File: src/rtl/cubic_tap_sequencer.sv
// cubic_tap_sequencer
// Upstream controller for the 1-D cubic interpolation engine. Accepts one
// request (line base, integer column, Q0.8 fraction t), builds {t, t^2, t^3},
// streams the four clamped neighbour pixels P(-1..2) from a 1-cycle-latency
// line memory into the engine, captures the engine result and returns it over
// a valid/ready handshake.
//
// Optional feature, macro FRAC_ZERO_BYPASS_EN: when defined, a request with
// t == 0 skips the engine. It does a single read at the integer column and
// returns that pixel directly, three cycles after accept.
module cubic_tap_sequencer #(
  parameter int ADDR_W = 14,
  parameter int COL_W  = 8
) (
  input  logic              clk,
  input  logic              rst,
  input  logic              req_valid,
  output logic              req_ready,
  input  logic [ADDR_W-1:0] req_base,
  input  logic [COL_W-1:0]  req_col,
  input  logic [7:0]        req_frac,
  input  logic [COL_W-1:0]  cfg_width,
  output logic              rd_en,
  output logic [ADDR_W-1:0] rd_addr,
  input  logic [7:0]        rd_data,
  output logic [2:0]        eng_cycle_cnt,
  output logic [23:0]       eng_x,
  output logic [7:0]        eng_p,
  input  logic [7:0]        eng_out,
  output logic              res_valid,
  input  logic              res_ready,
  output logic [7:0]        res_data
);

  // Column arithmetic is signed and two bits wider than a column so that
  // col-1 below zero and col+2 beyond the width are both representable.
  localparam int CW = COL_W + 2;

  typedef enum logic [2:0] {
    S_IDLE,
    S_POW1,
    S_POW2,
    S_RUN,
    S_CAPTURE,
    S_DONE,
    S_BREAD,
    S_BCAP
  } state_t;

  state_t state, state_nxt;

  logic [ADDR_W-1:0] base_q;
  logic [COL_W-1:0]  col_q;
  logic [7:0]        t_q;
  logic [7:0]        t2_q;
  logic [2:0]        cnt_q;
  logic [23:0]       x_q;
  logic [7:0]        res_q;

  logic [7:0]        t2_calc;
  logic [7:0]        t3_calc;

  logic signed [CW-1:0] tap_ofs;
  logic signed [CW-1:0] tap_col;
  logic signed [CW-1:0] width_m1;
  logic signed [CW-1:0] col_clamped;
  logic [ADDR_W-1:0]    tap_addr;

  logic accept;

  assign accept = (state == S_IDLE) && req_valid;

  // Q0.8 products rounded to nearest; both sums stay below 2^16.
  assign t2_calc = 8'((({8'd0, t_q} * {8'd0, t_q}) + 16'd128) >> 8);
  assign t3_calc = 8'((({8'd0, t2_q} * {8'd0, t_q}) + 16'd128) >> 8);

  // Tap offset relative to the integer column: cnt 0..3 maps to -1..+2 in RUN,
  // and the bypass read uses the column itself.
  // NOTE: every signal assigned in an always_comb gets a default first so no
  // path leaves it unassigned, which would otherwise infer a latch.
  always_comb begin
    tap_ofs = '0;
    if (state == S_RUN) tap_ofs = $signed(CW'(cnt_q)) - $signed(CW'(1));
  end

  assign tap_col  = $signed({2'b00, col_q}) + tap_ofs;
  assign width_m1 = $signed({2'b00, cfg_width}) - $signed(CW'(1));

  // Clamp the tap column into [0, width-1] so border taps replicate edge pixels.
  always_comb begin
    if (tap_col[CW-1])            col_clamped = '0;
    else if (tap_col > width_m1)  col_clamped = width_m1;
    else                          col_clamped = tap_col;
  end

  // Address sum wraps naturally modulo 2^ADDR_W.
  assign tap_addr = base_q + ADDR_W'($unsigned(col_clamped));

  // State register; reset from any state aborts the operation.
  // NOTE: sequential state uses non-blocking assignments so every register
  // samples the pre-edge values of the others, independent of block order.
  always_ff @(posedge clk) begin
    if (rst) state <= S_IDLE;
    else     state <= state_nxt;
  end

  // Next-state logic.
  always_comb begin
    state_nxt = state;
    case (state)
      S_IDLE: begin
        if (req_valid) begin
`ifdef FRAC_ZERO_BYPASS_EN
          state_nxt = (req_frac == 8'd0) ? S_BREAD : S_POW1;
`else
          state_nxt = S_POW1;
`endif
        end
      end
      S_POW1:    state_nxt = S_POW2;
      S_POW2:    state_nxt = S_RUN;
      S_RUN:     if (cnt_q == 3'd4) state_nxt = S_CAPTURE;
      S_CAPTURE: state_nxt = S_DONE;
      S_DONE:    if (res_ready) state_nxt = S_IDLE;
`ifdef FRAC_ZERO_BYPASS_EN
      S_BREAD:   state_nxt = S_BCAP;
      S_BCAP:    state_nxt = S_DONE;
`endif
      default:   state_nxt = S_IDLE;
    endcase
  end

  // Output decode; req_ready is also held low during the reset cycle.
  always_comb begin
    req_ready     = 1'b0;
    rd_en         = 1'b0;
    rd_addr       = '0;
    eng_cycle_cnt = 3'd0;
    res_valid     = 1'b0;
    case (state)
      S_IDLE: req_ready = !rst;
      S_RUN: begin
        eng_cycle_cnt = cnt_q;
        if (cnt_q != 3'd4) begin
          rd_en   = 1'b1;
          rd_addr = tap_addr;
        end
      end
      S_DONE: res_valid = 1'b1;
`ifdef FRAC_ZERO_BYPASS_EN
      S_BREAD: begin
        rd_en   = 1'b1;
        rd_addr = tap_addr;
      end
`endif
      default: ;
    endcase
  end

  // Request capture on handshake.
  always_ff @(posedge clk) begin
    if (rst) begin
      base_q <= '0;
      col_q  <= '0;
      t_q    <= '0;
    end else if (accept) begin
      base_q <= req_base;
      col_q  <= req_col;
      t_q    <= req_frac;
    end
  end

  // Power pipeline: t^2 in POW1, full monomial vector published at end of POW2.
  always_ff @(posedge clk) begin
    if (rst) begin
      t2_q <= '0;
      x_q  <= '0;
    end else begin
      if (state == S_POW1) t2_q <= t2_calc;
      if (state == S_POW2) x_q  <= {t_q, t2_q, t3_calc};
    end
  end

  // Engine phase counter: 0..4 while in RUN, 0 everywhere else.
  always_ff @(posedge clk) begin
    if (rst)                                   cnt_q <= 3'd0;
    else if (state == S_RUN && cnt_q != 3'd4)  cnt_q <= cnt_q + 3'd1;
    else                                       cnt_q <= 3'd0;
  end

  // Result register, held stable while DONE waits for the consumer.
  always_ff @(posedge clk) begin
    if (rst) begin
      res_q <= '0;
    end else begin
      if (state == S_CAPTURE) res_q <= eng_out;
`ifdef FRAC_ZERO_BYPASS_EN
      if (state == S_BCAP)    res_q <= rd_data;
`endif
    end
  end

  assign eng_x    = x_q;
  assign eng_p    = rd_data;
  assign res_data = res_q;

endmodule
File: config.mk
export PLATFORM = sky130hd
export DESIGN_NAME = cubic_tap_sequencer
export DESIGN_NICKNAME = d
export VERILOG_FILES = /design/src/rtl/cubic_tap_sequencer.sv
export SDC_FILE = /design/constraint.sdc
export NUM_CORES = 1
export LEC_CHECK = 0
export CORE_AREA = 2 2 133 135
export DETAILED_ROUTE_END_ITERATION = 10
export DIE_AREA = 0 0 135 137
export GPL_TIMING_DRIVEN = 0
export PLACE_DENSITY = 0.69
export SLEW_MARGIN = 20
export SYNTH_ARGS = -nofsm -noshare
export SYNTH_HDL_FRONTEND = slang
export SYNTH_SLANG_ARGS = --single-unit
File: constraint.sdc
create_clock -name clk -period 12.1 [get_ports clk]
set_input_delay 3.63 -clock clk [delete_from_list [all_inputs] [get_ports clk]]
set_output_delay 3.63 -clock clk [all_outputs]
set_load 0.01 [all_outputs]
==> out/metrics.cfg, run 1 <==
[place]
dp_hpwl_um = 15300
portBuffers = 108
place_congestion = 0.853

[global_routing]
grt_overflow = 0
grt_util_met2 = 0.358
grt_pass1_wl_um = 33300
grt_pass1_vias = 6722
antenna_found_initial = 0
grtUsageTotal = 0.228
use_met1 = 0.316
grt_max_degree = 16
grt_use_met3 = 0.0437
busiest_layer = met2

[sta]
worst_pin_slew_ps = 730
fin_crit_ps = 11950
slew_violations = 0
setup_viol = 0
finClkSkew_ps = 8.53
clock.fmax_ghz = 0.0837
final_hold_viol_count = 0
fin_crit_sh = 0.988
slew_headroom = 0.513

[floorplanning]
die_x_um = 135
start_util = 0.452
std_cell_rows = 48
coreArea_sq_um = 17100
die_h_um = 137
dieArea_sq_um = 18500
ios = 118

[synthesis]
ys_ff_latch = 76
synth_fp_nets = 1157
synthCells = 940
synth_area_sq_um = 7710
postSynthAreaPerCell_sq_um = 8.21
netlist_top_cells_area = dfxtp_1 (20%), ha_1 (16%), fa_1 (16%), nand2_1 (7.4%), a21oi_1 (5.3%)
synth-warning-count = 0
yosys.area.top_type = dfxtp_1
synth-main-ff-cell = dfxtp_1
ys_async_sr_fraction = 0
synth_seq_area_share = 0.197
synth_edf_count = 0
netlist.area_leader.share = 0.197
synth_cell_types = 64

[clock_tree]
cts_root_buf = clkbuf_16
cts_buffer_depth = 2
path_clk_slew_ps = 70
cts_buffers = 9
cts_hold_buffers = 0
cts_tree = yes
clock_sinks = 76
worstSkewPairLatency_ps = 350
htree_levels = 3

[detailed_routing]
vias = 6798
finalWirelength_um = 20200
drc = 0
drt_iter0_drc = 309
first_pass_iters = 5
wl_per_cell_um = 15.4
via_per_inst = 5.17
ant_nets = 0

[power]
comb_power_share = 0.524
peakVddDrop_uv = 99.5
power_switching_w = 0.000534
powerDensity_nw_per_um2 = 132
leakage_nw = 4.54
p_int_w = 0.000741
swShare = 0.419
seqPwrFrac = 0.242
power.total_w = 0.00128
clkPwrFrac = 0.233

[worst_setup_path]
path_class = in -> out
critPathArrivalTime_ps = 8320
cp-start-kind = input port
critPathSlowestCell = clkdlybuf4s50_1
path_cells = dlygate4sd2_1 > or4_4 > xor2_2 > ha_1 > a21o_1 > a211o_1 > o22a_2 > mux2i_2 > a21boi_4 > buf_12 > buf_4 > a211oi_2 > ha_1 > nor2b_4 > buf_4 > buf_4 > buf_4 > buf_4 > buf_4 > nor3_1 > clkdlybuf4s50_1
critical_path.max_stage_delay_ps = 590
critPathMaxFanout = 4
cp-end-kind = output port
worstPathRequired_ps = 8470
crit_top_cell = buf_4

[run_status]
status = finished clean

[run]
drv_cap = 0

[final_layout]
syn2layout_area_growth_pct = 25.7
diodes = 0
final_util = 0.569
fin_nets = 1302
drive_above_1_share = 0.100

[min_path]
min_path_type = reg -> reg

path summary, 6_finish.rpt:
path                                    from         end  slack [ps]  depth (start not counted)
worst max-delay path            cfg_width[6]  rd_addr[2]         150                         21
worst min-delay path                eng_x[8]    eng_x[8]         450                          2
worst max register to register        t_q[5]    eng_x[7]        6650                         18
worst min register to register      eng_x[8]    eng_x[8]         450                          2
worst max-delay path: cells and delay by family:
| kind | cells | cell delay (ps) |
|---|---|---|
| AND/OR/NAND/NOR | 3 | 900 |
| XOR/XNOR | 1 | 170 |
| buffers and inverters | 9 | 1740 |
| adder cells (fa/ha/maj) | 2 | 620 |
| AO/OA/AOI/OAI | 5 | 1050 |
| multiplexers | 1 | 190 |
per-stage QoR:
| step | worst slack [ps] | cells | hold WS [ps] | cell area [sq um] | TNS [ps] |
|---|---|---|---|---|---|
| after global routing | -35.5 | 1315 | 481 | 9700 | -46.6 |
| after global placement | -1020 | 1273 | 438 | 9080 | -7820 |
| after floorplan | 548 | 940 | 441 | 7710 | 0 |
| after CTS | 7.74 | 1308 | 455 | 9620 | 0 |
| final | 149 | 1315 | 454 | 9700 | 0 |
| after detailed placement | -1150 | 1273 | 446 | 9080 | -8730 |
synth_stat cells, types with 2 or more instances:
library cell / number
a211o_1: 2
a211oi_1: 3
a211oi_2: 7
a21boi_0: 2
a21o_1: 14
a21oi_1: 81
a31oi_1: 4
a41oi_1: 2
and2_1: 55
and3_1: 4
buf_1: 3
buf_4: 9
clkbuf_1: 41
dfxtp_1: 76
fa_1: 60
ha_1: 99
inv_1: 101
mux2i_1: 13
nand2_1: 153
nand2b_1: 13
nand3_1: 8
nand3b_1: 5
nor2_1: 54
nor2_2: 3
nor2b_1: 5
nor3_1: 11
nor3b_1: 2
o211ai_1: 4
o21a_1: 6
o21ai_0: 18
o21bai_1: 4
or2_2: 3
or3_1: 3
or4_1: 4
xnor2_1: 31
xor2_1: 9
layer usage:
metal | vias up | wire length (um)
met5 | - | 0
met4 | 0 | 398
met3 | 24 | 1170
met2 | 175 | 9150
met1 | 3236 | 9530
li1 | 3363 | -
cell usage in the layout (no fill, tap or decap), types with 4 or more instances in the layout:
| master | n |
|---|---|
| a211oi_2 | 8 |
| a21o_1 | 14 |
| a21oi_1 | 80 |
| and2_1 | 55 |
| and3_1 | 4 |
| buf_4 | 35 |
| clkbuf_1 | 41 |
| clkbuf_16 | 9 |
| clkbuf_2 | 7 |
| clkdlybuf4s50_1 | 90 |
| dfxtp_1 | 76 |
| dlygate4sd2_1 | 4 |
| fa_1 | 59 |
| ha_1 | 95 |
| inv_1 | 99 |
| mux2i_1 | 13 |
| nand2_1 | 152 |
| nand2b_1 | 13 |
| nand3_1 | 8 |
| nand3b_1 | 5 |
| nor2_1 | 52 |
| nor2_2 | 4 |
| nor2b_1 | 4 |
| nor3_1 | 9 |
| o211ai_1 | 4 |
| o21a_1 | 6 |
| o21ai_0 | 14 |
| o21bai_1 | 4 |
| xnor2_1 | 31 |
| xor2_1 | 8 |
kinds of logic (layout without fill, tap and decap cells):
group                    count (synthesis)  after routing  share of synthesized area
AND/OR/NAND/NOR                        331            331                      0.203
AO/OA/AOI/OAI                          162            162                      0.134
buffers and inverters                  156            306                     0.0824
multiplexers                            16             16                     0.0216
adder cells (fa/ha/maj)                159            159                      0.316
flip-flops                              76             76                      0.197
XOR/XNOR                                40             40                     0.0454
power groups by stage:
stage	logic, W	clock network, W	registers [W]
6_report	0.000669	0.000298	0.000309
5_1_grt	0.000733	0.000309	0.000314
4_1_cts	0.000626	0.000300	0.000309
3_5_place_dp	0.000585	0	0.000314
3_3_place_gp	0.000577	0	0.000314
2_1_floorplan	0.000419	0	0.000307
sequential cells by signal, indices dropped and copies added, names as in the netlist:
signal    flops
eng_x        24
base_q       14
col_q         8
res_data      8
t2_q          8
t_q           8
cnt_q         3
state         3
repair_timing:
item                       in CTS  in global routing
pin swaps                      18                 22
gates cloned                    0                  0
setup buffers                  19                  7
gates resized for setup        39                 37
setup endpoints to repair      12                 11
final cells by class:
class                           instances  area [sq um]
Inverter                              102           383
Clock buffer                           10           239
Tap cell                              225           282
Buffer                                 54           253
Clock inverter                          6          78.8
Multi-Input combinational cell        708          5710
Fill cell                            1589          7360
Sequential cell                        76          1520
Timing Repair Buffer                  134          1230
Power figures use the tool's default switching activity.
==> inputs of run 2 (changes only) <==
Settings changed: CTS_BUF_LIST set to sky130_fd_sc_hd__clkbuf_16.
==> run 2 against run 1 <==
- clock skew hardly changed
- final area is 0.10% lower
- die area stayed put
- combinational power hardly changed
- critical endpoint is now rd_addr[7]
- largest cell class unchanged
- largest power group unchanged
- highest routed layer unchanged
==> out/metrics.cfg, run 2 (same netlist as run 1, synthesis figures left out) <==
[floorplanning]
start_util = 0.452  ; unchanged
die_h_um = 137  ; unchanged
dieArea_sq_um = 18500  ; unchanged
ios = 118  ; unchanged
coreArea_sq_um = 17100  ; unchanged
std_cell_rows = 48  ; unchanged
die_x_um = 135  ; unchanged

[min_path]
min_path_type = reg -> reg
min-delay-start = eng_x[8]

[worst_setup_path]
r2r_slack_ps = 6650  ; about the same
critPathMaxFanout = 3  ; -1
cp-endpoint = rd_addr[7]
cp-end-kind = output port
r2r_end = eng_x[7]
critPathLaunch = cfg_width[6]
path_class = in -> out
r2r-start = t_q[5]
critPathArrivalTime_ps = 8300  ; -20 ps
reg2regPathDepth = 18  ; unchanged
worstPathRequired_ps = 8470  ; about the same
cp-start-kind = input port

[global_routing]
grt_pass1_vias = 6726  ; +0.060%
grtUsageTotal = 0.228  ; about the same
antenna_found_initial = 0  ; unchanged
grt_pass1_wl_um = 33300  ; about the same
grt_overflow = 0  ; unchanged
grt_max_degree = 16  ; unchanged

[clock_tree]
path_clk_slew_ps = 70  ; about the same
clock_sinks = 76  ; unchanged
cts_buffers = 9  ; unchanged
cts_hold_buffers = 0  ; unchanged
cts_buffer_depth = 2  ; unchanged
cts_tree = yes
cts_root_buf = clkbuf_16
worstSkewPairLatency_ps = 350  ; about the same
htree_levels = 3  ; unchanged

[place]
portBuffers = 108  ; unchanged
dpl_worst_slack_ps = -1150  ; unchanged
dp_hpwl_um = 15300  ; unchanged
place_congestion = 0.853  ; unchanged

[sta]
fin_ws_ps = 170  ; +21.1 ps
fin_crit_ps = 11930  ; -21.1 ps
fin_crit_sh = 0.986  ; -0.00174
slew_headroom = 0.502  ; -0.0111
clock.fmax_ghz = 0.0838  ; +0.18%
finClkSkew_ps = 8.62  ; +0.0853 ps
hold_slack_ps = 454  ; -0.0110 ps
final_hold_viol_count = 0  ; unchanged
setup_viol = 0  ; unchanged
worst_pin_slew_ps = 746  ; +16.6 ps
slew_violations = 0  ; unchanged

[power]
powerDensity_nw_per_um2 = 131  ; -0.28%
peakVddDrop_uv = 99.6  ; about the same
power.total_w = 0.00127  ; -0.38%
leakage_nw = 4.53  ; -0.12%

[detailed_routing]
first_pass_iters = 5  ; unchanged
drc = 0  ; unchanged
finalWirelength_um = 20300  ; about the same
wl_per_cell_um = 15.4  ; about the same
ant_nets = 0  ; unchanged
via_per_inst = 5.20  ; +0.68%
vias = 6844  ; +0.68%
drt_iter0_drc = 335  ; +8.4%

[final_layout]
fin_nets = 1302  ; unchanged
largest_reg_flops = 24  ; unchanged
drive_above_1_share = 0.0991  ; -0.000917
layout_commonest_cell = nand2_1
syn2layout_area_growth_pct = 25.6
diodes = 0  ; unchanged
final_cell_mix = nand2_1 (152), inv_1 (99), ha_1 (95)

[run]
drv_cap = 0  ; unchanged

[run_status]
status = finished clean

-- run 2: worst max-delay path, cell delays in order --
cell             delay (ps)
dlygate4sd2_1           280
or4_4                   500
xor2_2                  170
ha_1                    320
nand4_1                 180
a211o_1                 320
a211oi_2                270
a221oi_2                110
a21boi_4                220
buf_4                   150
mux2i_1                 230
and2_1                  160
ha_1                    220
a21o_1                  200
a21o_1                  220
a211oi_2                280
buf_4                   160
o21bai_1                 70
a21oi_1                 170
xor2_1                  160
nor2_1                   50
clkdlybuf4s15_1         250
-- run 2: how the worst min path moves through the flow --
stage,endpoint,slack [ps],depth (start not counted)
6_report,eng_x[8],450,2
5_1_grt,eng_x[8],480,2
4_1_cts,eng_x[8],460,2
3_5_place_dp,eng_x[8],450,2
3_3_place_gp,eng_x[1],440,2
2_1_floorplan,base_q[0],440,2
-- run 2: timing repair --
action | in CTS | in global routing
buffers inserted | 19 | 7
resized for setup | 39 | 37
pin swaps | 18 | 22
setup endpoints to repair | 12 | 11
-- run 2: final cells by class --
type | count | area, sq um
buffer | 54 | 253
clock buffer | 9 | 225
clock inverter | 7 | 82.6
fill | 1588 | 7370
inverter | 102 | 383
multi-input combinational | 708 | 5710
sequential | 76 | 1520
tap | 225 | 282
timing repair buffer | 134 | 1230
-- run 2: per-stage QoR --
step,instance area (sq um),instances,setup TNS (ps),utilization
finish,9690,1315,0,0.568
global route,9690,1315,-46.6,0.568
CTS,9610,1308,0,0.563
detailed placement,9080,1273,-8730,0.532
global placement,9080,1273,-7820,0.532
floorplan,7710,940,0,-
-- run 2: power breakdown --
part           switching, W  internal [W]
clock network      0.000128      0.000164
logic              0.000380      0.000290
registers         0.0000280      0.000281
total              0.000536      0.000735
-- run 2: metal layers --
metal	global-route usage	vias up	routed length (um)
met4	0.0793	0	399
met2	0.358	181	9160
met5	0	-	0
li1	-	3362	-
met3	0.0437	26	1150
met1	0.316	3275	9560
